## src/rtl/ddr_cmd_decoder.sv

```systemverilog
// ddr_cmd_decoder: decodes DDR4 CA pins into per-bank-group command strobes
// and tracks per-bank open/row state so RD/WR strobes carry the open row.
// Ports: clk, rst (sync, active-low), cke, cs_n/act_n/ras_n/cas_n/we_n,
//   bg, ba_in, addr[13:0] in; ACT/PR/PRA/RD/RDA/WR/WRA/REF/MRW strobes,
//   CKEH/CKEL, ba, row, column, err, err_code out (all registered).
// Optional: define CMD_ILLEGAL_CHECK_EN to suppress and flag illegal commands.
module ddr_cmd_decoder #(
  parameter int BANKGROUPS = 4,
  parameter int BANKSPERGROUP = 4,
  parameter int ADDRWIDTH = 17,
  parameter int COLS = 1024,
  localparam int CW = $clog2(COLS),
  localparam int BGW = $clog2(BANKGROUPS),
  localparam int BAW = $clog2(BANKSPERGROUP)
) (
  input  logic                  clk,
  input  logic                  rst,
  input  logic                  cke,
  input  logic                  cs_n,
  input  logic                  act_n,
  input  logic                  ras_n,
  input  logic                  cas_n,
  input  logic                  we_n,
  input  logic [BGW-1:0]        bg,
  input  logic [BAW-1:0]        ba_in,
  input  logic [13:0]           addr,
  output logic [BANKGROUPS-1:0] ACT,
  output logic [BANKGROUPS-1:0] PR,
  output logic [BANKGROUPS-1:0] PRA,
  output logic [BANKGROUPS-1:0] RD,
  output logic [BANKGROUPS-1:0] RDA,
  output logic [BANKGROUPS-1:0] WR,
  output logic [BANKGROUPS-1:0] WRA,
  output logic [BANKGROUPS-1:0] REF,
  output logic [BANKGROUPS-1:0] MRW,
  output logic                  CKEH,
  output logic                  CKEL,
  output logic [BAW-1:0]        ba,
  output logic [ADDRWIDTH-1:0]  row,
  output logic [CW-1:0]         column,
  output logic                  err,
  output logic [1:0]            err_code
);

`ifdef CMD_ILLEGAL_CHECK_EN
  localparam bit CHK = 1'b1;
`else
  localparam bit CHK = 1'b0;
`endif

  localparam int IW = BGW + BAW;
  localparam int NB = 1 << IW;

  logic                 cke_q;
  logic [NB-1:0]        open_q;
  logic [ADDRWIDTH-1:0] rows_q [NB];

  logic                  live;
  logic [IW-1:0]         idx;
  logic [16:0]           act_raw;
  logic [ADDRWIDTH-1:0]  act_row;
  logic [ADDRWIDTH-1:0]  cur_row;
  logic [BANKGROUPS-1:0] sel;
  logic [2:0]            rcw;
  logic                  hit;
  logic                  any_open;
  logic is_act, is_mrw, is_ref, is_pr, is_wr, is_rd;

  assign live     = !cs_n && cke_q;
  assign idx      = {bg, ba_in};
  // During ACT the ras/cas/we pins are row bits A16..A14.
  assign act_raw  = {ras_n, cas_n, we_n, addr};
  assign act_row  = ADDRWIDTH'(act_raw);
  assign cur_row  = rows_q[idx];
  assign sel      = BANKGROUPS'(1) << bg;
  assign rcw      = {ras_n, cas_n, we_n};
  assign hit      = open_q[idx];
  assign any_open = |open_q;

  assign is_act = live && !act_n;
  assign is_mrw = live && act_n && (rcw == 3'b000);
  assign is_ref = live && act_n && (rcw == 3'b001);
  assign is_pr  = live && act_n && (rcw == 3'b010);
  assign is_wr  = live && act_n && (rcw == 3'b100);
  assign is_rd  = live && act_n && (rcw == 3'b101);

  logic [BANKGROUPS-1:0] n_act, n_pr, n_pra, n_rd, n_rda;
  logic [BANKGROUPS-1:0] n_wr, n_wra, n_ref, n_mrw;
  logic [ADDRWIDTH-1:0]  n_row;
  logic [CW-1:0]         n_col;
  logic                  n_err;
  logic [1:0]            n_code;
  logic                  t_set, t_clr, t_clr_all;

  always_comb begin
    n_act     = '0;
    n_pr      = '0;
    n_pra     = '0;
    n_rd      = '0;
    n_rda     = '0;
    n_wr      = '0;
    n_wra     = '0;
    n_ref     = '0;
    n_mrw     = '0;
    n_row     = '0;
    n_col     = '0;
    n_err     = 1'b0;
    n_code    = 2'd0;
    t_set     = 1'b0;
    t_clr     = 1'b0;
    t_clr_all = 1'b0;
    unique case (1'b1)
      is_act: begin
        if (CHK && hit) begin
          n_err  = 1'b1;
          n_code = 2'd0;
        end else begin
          n_act = sel;
          n_row = act_row;
          t_set = 1'b1;
        end
      end
      is_pr: begin
        if (addr[10]) begin
          n_pra     = '1;
          t_clr_all = 1'b1;
        end else begin
          n_pr  = sel;
          t_clr = 1'b1;
        end
      end
      is_rd: begin
        if (CHK && !hit) begin
          n_err  = 1'b1;
          n_code = 2'd1;
        end else begin
          n_row = cur_row;
          n_col = addr[CW-1:0];
          if (addr[10]) begin
            n_rda = sel;
            t_clr = 1'b1;
          end else begin
            n_rd = sel;
          end
        end
      end
      is_wr: begin
        if (CHK && !hit) begin
          n_err  = 1'b1;
          n_code = 2'd1;
        end else begin
          n_row = cur_row;
          n_col = addr[CW-1:0];
          if (addr[10]) begin
            n_wra = sel;
            t_clr = 1'b1;
          end else begin
            n_wr = sel;
          end
        end
      end
      is_ref: begin
        if (CHK && any_open) begin
          n_err  = 1'b1;
          n_code = 2'd2;
        end else begin
          n_ref = '1;
        end
      end
      is_mrw: begin
        if (CHK && any_open) begin
          n_err  = 1'b1;
          n_code = 2'd2;
        end else begin
          n_mrw = '1;
        end
      end
      default: ;
    endcase
  end

  always_ff @(posedge clk) begin
    if (!rst) begin
      cke_q    <= 1'b0;
      open_q   <= '0;
      for (int i = 0; i < NB; i++) rows_q[i] <= '0;
      ACT      <= '0;
      PR       <= '0;
      PRA      <= '0;
      RD       <= '0;
      RDA      <= '0;
      WR       <= '0;
      WRA      <= '0;
      REF      <= '0;
      MRW      <= '0;
      CKEH     <= 1'b0;
      CKEL     <= 1'b0;
      ba       <= '0;
      row      <= '0;
      column   <= '0;
      err      <= 1'b0;
      err_code <= 2'd0;
    end else begin
      cke_q    <= cke;
      ACT      <= n_act;
      PR       <= n_pr;
      PRA      <= n_pra;
      RD       <= n_rd;
      RDA      <= n_rda;
      WR       <= n_wr;
      WRA      <= n_wra;
      REF      <= n_ref;
      MRW      <= n_mrw;
      CKEH     <= !cke_q && cke;
      CKEL     <= cke_q && !cke;
      ba       <= ba_in;
      row      <= n_row;
      column   <= n_col;
      err      <= n_err;
      err_code <= n_code;
      if (t_clr_all) begin
        open_q <= '0;
      end else if (t_set) begin
        open_q[idx] <= 1'b1;
        rows_q[idx] <= act_row;
      end else if (t_clr) begin
        open_q[idx] <= 1'b0;
      end
    end
  end

endmodule

```

## config.mk

```make
export PLATFORM = sky130hd
export DESIGN_NAME = ddr_cmd_decoder
export DESIGN_NICKNAME = d
export VERILOG_FILES = /design/src/rtl/ddr_cmd_decoder.sv
export SDC_FILE = /design/constraint.sdc
export NUM_CORES = 1
export LEC_CHECK = 0
export ABC_CLOCK_PERIOD_IN_PS = 3500
export CAP_MARGIN = 20
export CORE_ASPECT_RATIO = 2
export CORE_MARGIN = 2
export CORE_UTILIZATION = 40
export CTS_CLUSTER_DIAMETER = 100
export DETAILED_ROUTE_END_ITERATION = 7
export PLACE_DENSITY = 0.57
export SYNTH_ARGS = -nofsm -noshare
export SYNTH_HDL_FRONTEND = slang
export SYNTH_SLANG_ARGS = --single-unit
```

## constraint.sdc

```tcl
create_clock -name clk -period 3.5 [get_ports clk]
set_input_delay 1.05 -clock clk [delete_from_list [all_inputs] [get_ports clk]]
set_output_delay 1.05 -clock clk [all_outputs]
set_load 0.03 [all_outputs]
```

==> reports/results.tsv, run 1 <==
stage	metric	value	unit
outcome	outcome	complete, no violations	
layout	proportion of layout cells with a drive suffix above 1	0.169	
setup_path	RR Endpoint	row[3]	
yosys	yosys warns	0	
global_route	maximum number of pins on one net before global-route repair	53	
yosys	synth top area cells	edfxtp_1 (57%), and3_1 (8.9%), dfxtp_1 (8.2%)	
clock_tree	clock-pin slew on the worst setup and hold paths	0.07	ns
yosys	share of Yosys cell area claimed by the top area cell type	0.565	
route	detailed-route DRC error count	0	
setup_path	Crit-path slowest cell	clkdlybuf4s50_1	
yosys	Netlist cell types	42	
clock_tree	cts hold-fix bufs	0	
clock_tree	CTS tree	done	
clock_tree	H-tree depth	1	
yosys	register area share after synthesis	0.647	
yosys	Post-synth EDFFs	272	
sta	final setup fails	0	
pwr	power density cells	483	nW/µm²
setup_path	Critical Path AT	1.80	ns
die	total core area	35700	µm²
global_route	vias in the first global route	9018	
setup_path	crit-path max cell delay	0.74	ns
sta	Worst-Margin Slew	0.866	ns
route	first-pass detailed-route iteration total	5	
clock_tree	root buf cell	clkbuf_16	
setup_path	CP Launch Type	flop	
die	IO Count	96	
clock_tree	post-CTS setup buffers	0	
route	routed wire length	37.8	mm
clock_tree	clk buf depth	3	
sta	fin crit share	0.816	
pwr	Tot Pwr	0.00813	W
sta	maximum clock frequency	0.350	GHz
global_route	first-pass GRT wire length	57.4	mm
yosys	Most used DFF post-synth	edfxtp_1	
clock_tree	CTS buffer count	30	
clock_tree	post-cts sizing count	0	
job	maxcap violations	0	
pwr	LEAKAGE	7.05	nW
sta	RSZ-0062 raised after global routing	false	
route	Antenna Nets Post-Route	0	
setup_path	Critical Path Fanout Max	1	
setup_path	delay-heaviest family, CP	buffers and inverters	
layout	Nets	1078	
setup_path	Worst R2R Setup Slack	1.53	ns
layout	Layout area overhead	16.5	%
die	Initial Utilization	0.405	
clock_tree	Sink Count	331	
pwr	Worst VDD drop	0.368	mV
die	FP Rows	98	
sta	Slew headroom	0.421	
setup_path	Req. time, crit path	2.45	ns
yosys	synthesized flop and latch total	331	
yosys	most frequent cell after synthesis	edfxtp_1	
yosys	Post-synth top cells	edfxtp_1 (272), and3_1 (205), and2_1 (82), clkbuf_1 (73), dfxtp_1 (59)	
setup_path	Cell Chain, Critical Path	clkdlybuf4s50_1	
clock_tree	clk_lat worst skew	0.58	ns
place	IO buf count	92	
sta	Final Skew	0.0143	ns
sta	min Tclk post-route	2.85	ns
layout	ANT cells	0	
setup_path	CP endpoint kind	primary output	
setup_path	reg2reg start	cke_q	
die	Die W	138	µm
route	per-cell routed wire length	24.7	µm
worst_hold_path	Hold Crit Depth	2	
worst_hold_path	Min-Delay Path Class	reg2reg	
sta	max-slew violations	0	
route	Via density	5.56	
route	via count	8492	
global_route	GRT overflow	0	
setup_path	CP Buf/Inv Count	1	
global_route	initial antenna violation count	1	
yosys	asr flop ratio synth	0	
worst_hold_path	Hold EP	CKEL	
setup_path	Worst Reg-to-Reg Cells	5	
place	gpl congestion	0.791	
yosys	Avg Synthesized Cell Area	14.6	µm²
yosys	Syn Std Cell Area	14500	µm²
yosys	largest area contributor in the netlist	edfxtp_1	
setup_path	crit path kind	reg2out	
yosys	synthesized instance count	988	
die	DIE HEIGHT	273	µm
sta	setup total negative slack	0	ns
worst_hold_path	Worst Min Path Start	cke_q	
sta	Fin. Hold Viols	0	
die	Die Footprint	37800	µm²
route	drt initial violations	572	
global_route	All-Layer GR Usage	0.201	
place	hpwl dp	24.3	mm
## worst min-delay path: cells and delay by family, from the launching register on
| family | cells | cell delay, ns |
|---|---|---|
| flip-flops | 1 | 0.36 |
| AND/OR/NAND/NOR | 2 | 0.11 |
## worst max path at each step
| stage | from | end | slack (ns) | cells after the start |
|---|---|---|---|---|
| finish | row[8] | row[8] | 0.65 | 1 |
| global route | row[8] | row[8] | 0.66 | 1 |
| CTS | row[8] | row[8] | 0.62 | 1 |
| detailed placement | ba_in[0] | row[3] | 0.34 | 6 |
| global placement | ba_in[0] | row[3] | 0.34 | 6 |
| floorplan | bg[1] | rows_q[3][0] | 0.02 | 5 |
## layout by cell type, fill, tap and decap left out, drive strengths merged, types with 3 or more instances in the layout
cell           count
buf               59
nand3b             3
a32oi             16
nand2b             6
nand3              4
nor2b              3
inv                5
and3             205
o211ai            16
mux4              51
clkinv             5
mux2              17
nor2              26
o221ai            16
edfxtp           272
clkdlybuf4s50     88
conb               3
o21ai             12
mux2i             34
or2                3
dfxtp             59
clkbuf            50
and2              82
nand2             31
## logic make-up (layout without fill, tap and decap cells)
kind of cell	Yosys count	in the layout	synth area share
AO/OA/AOI/OAI	61	61	0.0360
buffers and inverters	121	207	0.0423
flip-flops	331	331	0.647
multiplexers	102	102	0.121
other	1	3	0.000260
AND/OR/NAND/NOR	372	372	0.153
## state kept, by name, summed over array words and instances, names as in the netlist
signal	flops
rows_q	272
row	17
column	10
ACT	4
PR	4
RDA	4
RD	4
WRA	4
WR	4
ba	2
CKEH	1
CKEL	1
MRW	1
PRA	1
REF	1
cke_q	1
## metal layers
| layer | wire length (µm) | global-route usage | vias to the layer above | part of all wire |
|---|---|---|---|---|
| li1 | - | - | 3872 | - |
| met2 | 21300 | 0.389 | 215 | 0.56 |
| met5 | 0 | 0 | - | 0 |
| met3 | 1400 | 0.0207 | 45 | 0.037 |
| met4 | 972 | 0.0690 | 0 | 0.026 |
| met1 | 14100 | 0.227 | 4360 | 0.37 |
## stage by stage
step	util	cells	setup slack (ns)	hold slack, ns	area, µm²
2_1_floorplan	-	990	0.0200	0.440	14500
3_3_place_gp	0.445	1470	0.341	0.494	15900
3_5_place_dp	0.445	1470	0.342	0.516	15900
4_1_cts	0.472	1526	0.624	0.528	16800
5_1_grt	0.472	1526	0.658	0.539	16800
6_report	0.472	1526	0.645	0.505	16800
## area by class of cell
cell class | count | area, µm²
clock buffer | 50 | 918
clock inverter | 6 | 36.3
fill | 3085 | 18800
inverter | 4 | 15.0
multi-input combinational | 538 | 4550
sequential | 331 | 9350
tap | 450 | 563
timing repair buffer | 147 | 1410
## power breakdown
group	internal (W)	switching (W)	total, W
Combinational	0.000190	0.000346	0.000536
Sequential	0.00433	0.0000259	0.00436
Clock	0.00179	0.00145	0.00324
Total	0.00631	0.00182	0.00813
Power figures use the tool's default switching activity.
==> inputs of run 2 (changes only) <==
--- a/config.mk
+++ b/config.mk
@@ -5,7 +5,7 @@
 export SDC_FILE = /design/constraint.sdc
 export NUM_CORES = 1
 export LEC_CHECK = 0
-export ABC_CLOCK_PERIOD_IN_PS = 3500
+export ABC_CLOCK_PERIOD_IN_PS = 2400
 export CAP_MARGIN = 20
 export CORE_ASPECT_RATIO = 2
 export CORE_MARGIN = 2
==> constraint.sdc (replaced) <==
create_clock -name clk -period 2.4 [get_ports clk]
set_input_delay 0.72 -clock clk [delete_from_list [all_inputs] [get_ports clk]]
set_output_delay 0.72 -clock clk [all_outputs]
set_load 0.03 [all_outputs]
==> run 2 against run 1 <==
Against the previous run:
- final cell count is 3.2% higher
- combinational power is 60% higher
- die area stayed put
- critical path depth stayed put
- setup slack worse by 0.58 ns
- via count is 1.4% higher
- clock power is 56% higher
- clock skew is 0.0078 ns lower
- count of clock-buffer cells in the layout is 14 lower
- largest cell class unchanged
==> reports/results.tsv, run 2 (synthesized netlist as in run 1, its figures left out) <==
stage	metric	value	unit	change
sta	RSZ-0062 raised after global routing	false		unchanged
route	per-cell routed wire length	23.1	µm	was 24.7 µm
worst_hold_path	Hold EP	CKEH		was CKEL
layout	Nets	1127		was 1078
clock_tree	post-CTS setup buffers	0		unchanged
setup_path	Critical Path AT	1.62	ns	was 1.80 ns
setup_path	Worst Reg-to-Reg Cells	4		was 5
global_route	met1 GRT Util	0.202		was 0.227
route	Via density	5.47		was 5.56
layout	top flop regs	rows_q: 272 flops, row: 17 flops, column: 10 flops		unchanged
layout	most common cell after layout, fill and taps aside	edfxtp_1		unchanged
clock_tree	Sink Count	331		unchanged
sta	fin crit share	0.975		
layout	Layout area overhead	21.4	%	was 16.5%
setup_path	Worst R2R Setup Slack	0.64	ns	was 1.53 ns
sta	max-slew violations	0		unchanged
worst_hold_path	Hold Crit Depth	1		was 2
die	total core area	35700	µm²	unchanged
global_route	Most Crowded Layer GR	met2		unchanged
global_route	initial antenna violation count	0		was 1
sta	Final Skew	0.00658	ns	was 0.0143 ns
layout	Top reg by flops	rows_q		unchanged
clock_tree	clock-pin slew on the worst setup and hold paths	0.07	ns	about the same
global_route	All-Layer GR Usage	0.191		was 0.201
route	via count	8609		was 8492
global_route	routing usage on met2	0.385		was 0.389
pwr	LEAKAGE	7.46	nW	was 7.05 nW
setup_path	delay-heaviest family, CP	buffers and inverters		unchanged
place	placed inst area	16500	µm²	was 15900 µm²
die	Die Footprint	37800	µm²	unchanged
setup_path	Cell Chain, Critical Path	clkdlybuf4s50_1		unchanged
die	IO Count	96		unchanged
sta	final setup fails	0		unchanged
setup_path	crit path kind	reg2out		unchanged
setup_path	CP Launch Type	flop		unchanged
setup_path	crit-path max cell delay	0.69	ns	was 0.74 ns
route	Antenna Nets Post-Route	0		unchanged
route	first-pass detailed-route iteration total	7		was 5
job	maxcap violations	0		unchanged
place	hpwl dp	25.3	mm	was 24.3 mm
layout	max reg flops	272		unchanged
global_route	vias in the first global route	9236		was 9018
die	Initial Utilization	0.405		unchanged
sta	min Tclk post-route	2.34	ns	
setup_path	Crit-path slowest cell	clkdlybuf4s50_1		unchanged
pwr	Worst VDD drop	0.499	mV	was 0.368 mV
clock_tree	CTS buffer count	30		unchanged
sta	Fin. Hold Viols	0		unchanged
worst_hold_path	Worst Min Path Start	cke_q		unchanged
clock_tree	clk buf depth	3		unchanged
layout	final instance area	17500	µm²	was 16800 µm²
setup_path	CP endpoint kind	primary output		unchanged
setup_path	RR Endpoint	rows_q[15][0]		was row[3]
global_route	first-pass GRT wire length	55.3	mm	was 57.4 mm
die	FP Rows	98		unchanged
global_route	GRT overflow	0		unchanged
setup_path	Req. time, crit path	1.68	ns	was 2.45 ns
worst_hold_path	Min-Delay Path Class	reg2reg		unchanged
die	DIE HEIGHT	273	µm	unchanged
clock_tree	CTS tree	done		unchanged
route	routed wire length	36.3	mm	was 37.8 mm
setup_path	CP Buf/Inv Count	1		unchanged
die	Die W	138	µm	unchanged
layout	most frequent cells in the layout	edfxtp_1 (272), and3_1 (205), clkdlybuf4s50_1 (82)		was edfxtp_1 (272), and3_1 (205), clkdlybuf4s50_1 (88)
pwr	power density cells	699	nW/µm²	was 483 nW/µm²
outcome	outcome	complete, no violations		unchanged
sta	maximum clock frequency	0.428	GHz	
route	drt initial violations	602		was 572
place	IO buf count	92		unchanged
clock_tree	clk_lat worst skew	0.56	ns	was 0.58 ns
global_route	maximum number of pins on one net before global-route repair	57		was 53
setup_path	Critical Path Fanout Max	1		unchanged
route	detailed-route DRC error count	0		unchanged
clock_tree	H-tree depth	1		unchanged
clock_tree	root buf cell	clkbuf_16		unchanged
clock_tree	cts hold-fix bufs	0		unchanged
sta	Min Hold Slack	0.513	ns	was 0.505 ns
layout	ANT cells	0		unchanged
place	gpl congestion	0.780		was 0.791
layout	proportion of layout cells with a drive suffix above 1	0.215		was 0.169
global_route	grt met3 use	0.0205		was 0.0207
setup_path	reg2reg start	cke_q		unchanged
[run 2: cell count changes in the layout (fill, tap and decap cells not counted), sizes merged, moves of 5 or more]
cell	delta
buf	+49
dlygate4sd2	+5
clkinv	+8
clkbuf	-14
bufinv	+5
clkdlybuf4s50	-6
[run 2: worst max-delay path by stage]
| stage | endpoint | startpoint | cells past startpoint |
|---|---|---|---|
| 6_report | row[1] | row[1] | 1 |
| 5_1_grt | REF[0] | REF[2] | 1 |
| 4_1_cts | row[1] | row[1] | 1 |
| 3_5_place_dp | rows_q[15][2] | rst | 5 |
| 3_3_place_gp | rows_q[15][2] | rst | 5 |
| 2_1_floorplan | rows_q[2][0] | bg[1] | 5 |
[run 2: cell type report]
| type | count | area [µm²] |
|---|---|---|
| repair buffers | 196 | 2020 |
| clock buffers | 36 | 815 |
| inverters | 4 | 15.0 |
| flip-flops and latches | 331 | 9350 |
| well taps | 450 | 563 |
| clock inverters | 20 | 225 |
| fillers | 3064 | 18100 |
| multi-input cells | 538 | 4560 |
[run 2: report_power, final]
group / leakage, nW / total (W) / internal, W / switching [W]
Sequential: 3.40 / 0.00636 / 0.00632 / 0.0000386
Clock: 0.514 / 0.00505 / 0.00295 / 0.00210
Combinational: 3.55 / 0.000856 / 0.000348 / 0.000508
[run 2: what timing repair did]
| item | in CTS | in global routing |
|---|---|---|
| hold endpoints to repair | 0 | 0 |
| resized for setup | 5 | 1 |
| setup endpoints to repair | 5 | 3 |
[run 2: through the flow]
stage | total power [W] | utilization | setup slack (ns) | TNS [ns] | std cells
floorplan | 0.00693 | - | -0.283 | -28.49 | 990
global placement | 0.00734 | 0.463 | -0.183 | -27.51 | 1519
detailed placement | 0.00735 | 0.463 | -0.192 | -31.74 | 1519
CTS | 0.0124 | 0.492 | 0.00592 | 0 | 1575
global route | 0.0126 | 0.492 | 0.000959 | 0 | 1575
finish | 0.0123 | 0.492 | 0.0611 | 0 | 1575
[run 2: layer usage]
metal / routed length (µm) / up-vias / part of all wire
met1: 13200 / 4344 / 0.36
met5: 0 / - / 0
met4: 1140 / 0 / 0.031
li1: - / 3974 / -
met3: 1300 / 62 / 0.036
met2: 20600 / 229 / 0.57
==> inputs of run 3 (changes only) <==
--- a/config.mk
+++ b/config.mk
@@ -7,12 +7,13 @@
 export LEC_CHECK = 0
 export ABC_CLOCK_PERIOD_IN_PS = 2400
 export CAP_MARGIN = 20
-export CORE_ASPECT_RATIO = 2
 export CORE_MARGIN = 2
 export CORE_UTILIZATION = 40
+export CTS_BUF_LIST = sky130_fd_sc_hd__clkbuf_16
 export CTS_CLUSTER_DIAMETER = 100
 export DETAILED_ROUTE_END_ITERATION = 7
-export PLACE_DENSITY = 0.57
+export DONT_BUFFER_PORTS = 1
+export PLACE_DENSITY = 0.53
 export SYNTH_ARGS = -nofsm -noshare
 export SYNTH_HDL_FRONTEND = slang
 export SYNTH_SLANG_ARGS = --single-unit
==> run 3 against run 2 <==
Against the previous run:
- clock power rose by 12%
- critical endpoint is now row[4]
- design area is 7.0% lower
- setup slack better by 0.45 ns
- sequential power is essentially flat
- power is 2.6% higher
- largest cell class unchanged
- critical path type unchanged
==> reports/results.tsv, run 3 (synthesized netlist as in run 1, its figures left out) <==
stage	metric	value	unit	change
layout	filler instances	3083		was 3064
pwr	LEAKAGE	6.92	nW	was 7.46 nW
setup_path	reg2reg start	cke_q		unchanged
setup_path	worst setup path start	row[4]		was row[1]
worst_hold_path	Min-Delay Path Class	in2reg		was reg2reg
layout	most frequent cells in the layout	edfxtp_1 (272), and3_1 (205), and2_1 (81)		was edfxtp_1 (272), and3_1 (205), clkdlybuf4s50_1 (82)
route	Antenna Nets Post-Route	0		unchanged
setup_path	Critical Path Fanout Max	1		unchanged
layout	Top reg by flops	rows_q		unchanged
sta	final setup fails	0		unchanged
sta	fin crit share	0.787		was 0.975
setup_path	CP Depth	0		was 1
global_route	GRT overflow	0		unchanged
route	via count	8057		was 8609
place	IO buf count	0		was 92
place	Cell Count Post-Placement	1377		was 1519
pwr	power density cells	770	nW/µm²	was 699 nW/µm²
layout	multi-input logic area	4570	µm²	was 4560 µm²
die	Die Footprint	37700	µm²	was 37800 µm²
route	detailed-route DRC error count	0		unchanged
route	per-cell routed wire length	26.1	µm	was 23.1 µm
place	placed inst area	15100	µm²	was 16500 µm²
setup_path	Worst R2R Setup Slack	0.65	ns	was 0.64 ns
clock_tree	clock-pin slew on the worst setup and hold paths	0.06	ns	was 0.07 ns
place	hpwl dp	21.5	mm	was 25.3 mm
place	gpl congestion	0.771		was 0.780
route	Detail Route met3 WL	2.13	mm	was 1.30 mm
die	DIE HEIGHT	194	µm	was 273 µm
setup_path	Worst Reg-to-Reg Cells	6		was 4
route	drt initial violations	599		was 602
die	IO Count	96		unchanged
clock_tree	CTS tree	done		unchanged
clock_tree	H-tree depth	2		was 1
route	top layer in use	met4		unchanged
sta	Worst-Margin Slew	0.619	ns	
sta	maximum clock frequency	0.529	GHz	was 0.428 GHz
layout	top flop regs	rows_q: 272 flops, row: 17 flops, column: 10 flops		unchanged
route	DR WL met2	17.5	mm	was 20.6 mm
pwr	Worst VDD drop	0.722	mV	was 0.499 mV
die	Initial Utilization	0.406		was 0.405
clock_tree	cts hold-fix bufs	0		unchanged
clock_tree	CTS buffer count	38		was 30
setup_path	Req. time, crit path	1.68	ns	about the same
layout	Finished Layout Cells	1447		was 1575
layout	Sequential Area	9350	µm²	unchanged
setup_path	RR Endpoint	rows_q[8][15]		was rows_q[15][0]
clock_tree	root buf cell	clkbuf_16		unchanged
global_route	vias in the first global route	8436		was 9236
setup_path	CP Launch Type	flop		unchanged
layout	proportion of layout cells with a drive suffix above 1	0.187		was 0.215
global_route	All-Layer GR Usage	0.203		was 0.191
sta	Slew headroom	0.588		
setup_path	CP endpoint kind	primary output		unchanged
layout	max reg flops	272		unchanged
global_route	first-pass GRT wire length	57.0	mm	was 55.3 mm
sta	Fin. Hold Viols	0		unchanged
sta	min Tclk post-route	1.89	ns	was 2.34 ns
global_route	maximum number of pins on one net before global-route repair	75		was 57
layout	ANT cells	0		unchanged
clock_tree	clk buf depth	3		unchanged
sta	setup total negative slack	0	ns	unchanged
layout	Layout area overhead	13.0	%	was 21.4%
die	total core area	35600	µm²	was 35700 µm²
clock_tree	clk_lat worst skew	0.53	ns	was 0.56 ns
global_route	initial antenna violation count	0		unchanged
sta	RSZ-0062 raised after global routing	false		unchanged
layout	most common cell after layout, fill and taps aside	edfxtp_1		unchanged
die	Die W	194	µm	was 138 µm
outcome	outcome	complete, no violations		unchanged
route	met1 wire length	16.9	mm	was 13.2 mm
job	maxcap violations	0		unchanged
layout	Nets	982		was 1127
clock_tree	post-cts sizing count	0		was 5
sta	max-slew violations	0		unchanged
setup_path	Critical Path AT	1.17	ns	was 1.62 ns
setup_path	crit path kind	reg2out		unchanged
sta	Final Skew	0.0183	ns	was 0.00658 ns
die	FP Rows	69		was 98
layout	final instance area	16300	µm²	was 17500 µm²
route	routed wire length	37.8	mm	was 36.3 mm
route	first-pass detailed-route iteration total	5		was 7
clock_tree	post-CTS setup buffers	0		unchanged
route	Via density	5.57		was 5.47
setup_path	Worst setup endpoint	row[4]		was row[1]
clock_tree	Sink Count	331		unchanged
==> run 3: worst min path at each step <==
stage | from | endpoint | slack, ns | cells past startpoint
4_1_cts | cke | CKEL | 0.23 | 1
6_report | cke | CKEL | 0.25 | 1
3_5_place_dp | cke_q | CKEL | 0.47 | 2
3_3_place_gp | cke_q | CKEL | 0.47 | 2
5_1_grt | cke | CKEL | 0.24 | 1
2_1_floorplan | cke_q | CKEH | 0.44 | 1
==> run 3: worst register-to-register path, cell delays in order, from the launching register on <==
cell and delay, ns:
dfxtp_1 0.39, nand4bb_1 0.18, or2_2 0.41, inv_2 0.11, nand2_1 0.07, nand2_2 0.11
buf_12 0.17
==> run 3: layer usage <==
layer,track usage,vias to the layer above
met3,0.0468,62
met5,0,-
met2,0.316,203
li1,-,3700
met4,0.0715,0
met1,0.279,4092
==> run 3: metrics by stage <==
step,total power (W),utilization,hold WS (ns),setup slack [ns]
finish,0.0126,0.459,0.251,0.510
global route,0.0130,0.459,0.240,0.476
CTS,0.0127,0.459,0.227,0.481
detailed placement,0.00706,0.424,0.465,0.260
global placement,0.00705,0.424,0.471,0.254
floorplan,0.00693,-,0.440,-0.283
==> run 3: final cells by class <==
cell class                      count  share of cell area
Sequential cell                   331               0.573
Multi-Input combinational cell    538               0.280
Clock buffer                       45              0.0690
Tap cell                          461              0.0353
Timing Repair Buffer               43              0.0351
Clock inverter                     25             0.00736
Inverter                            4            0.000920
==> run 3: where the power goes <==
| group | total (W) | internal, W | switching, W |
|---|---|---|---|
| Sequential | 0.00637 | 0.00632 | 0.0000538 |
| Clock | 0.00565 | 0.00335 | 0.00231 |
| Combinational | 0.000551 | 0.000238 | 0.000313 |
| Total | 0.0126 | 0.00991 | 0.00267 |
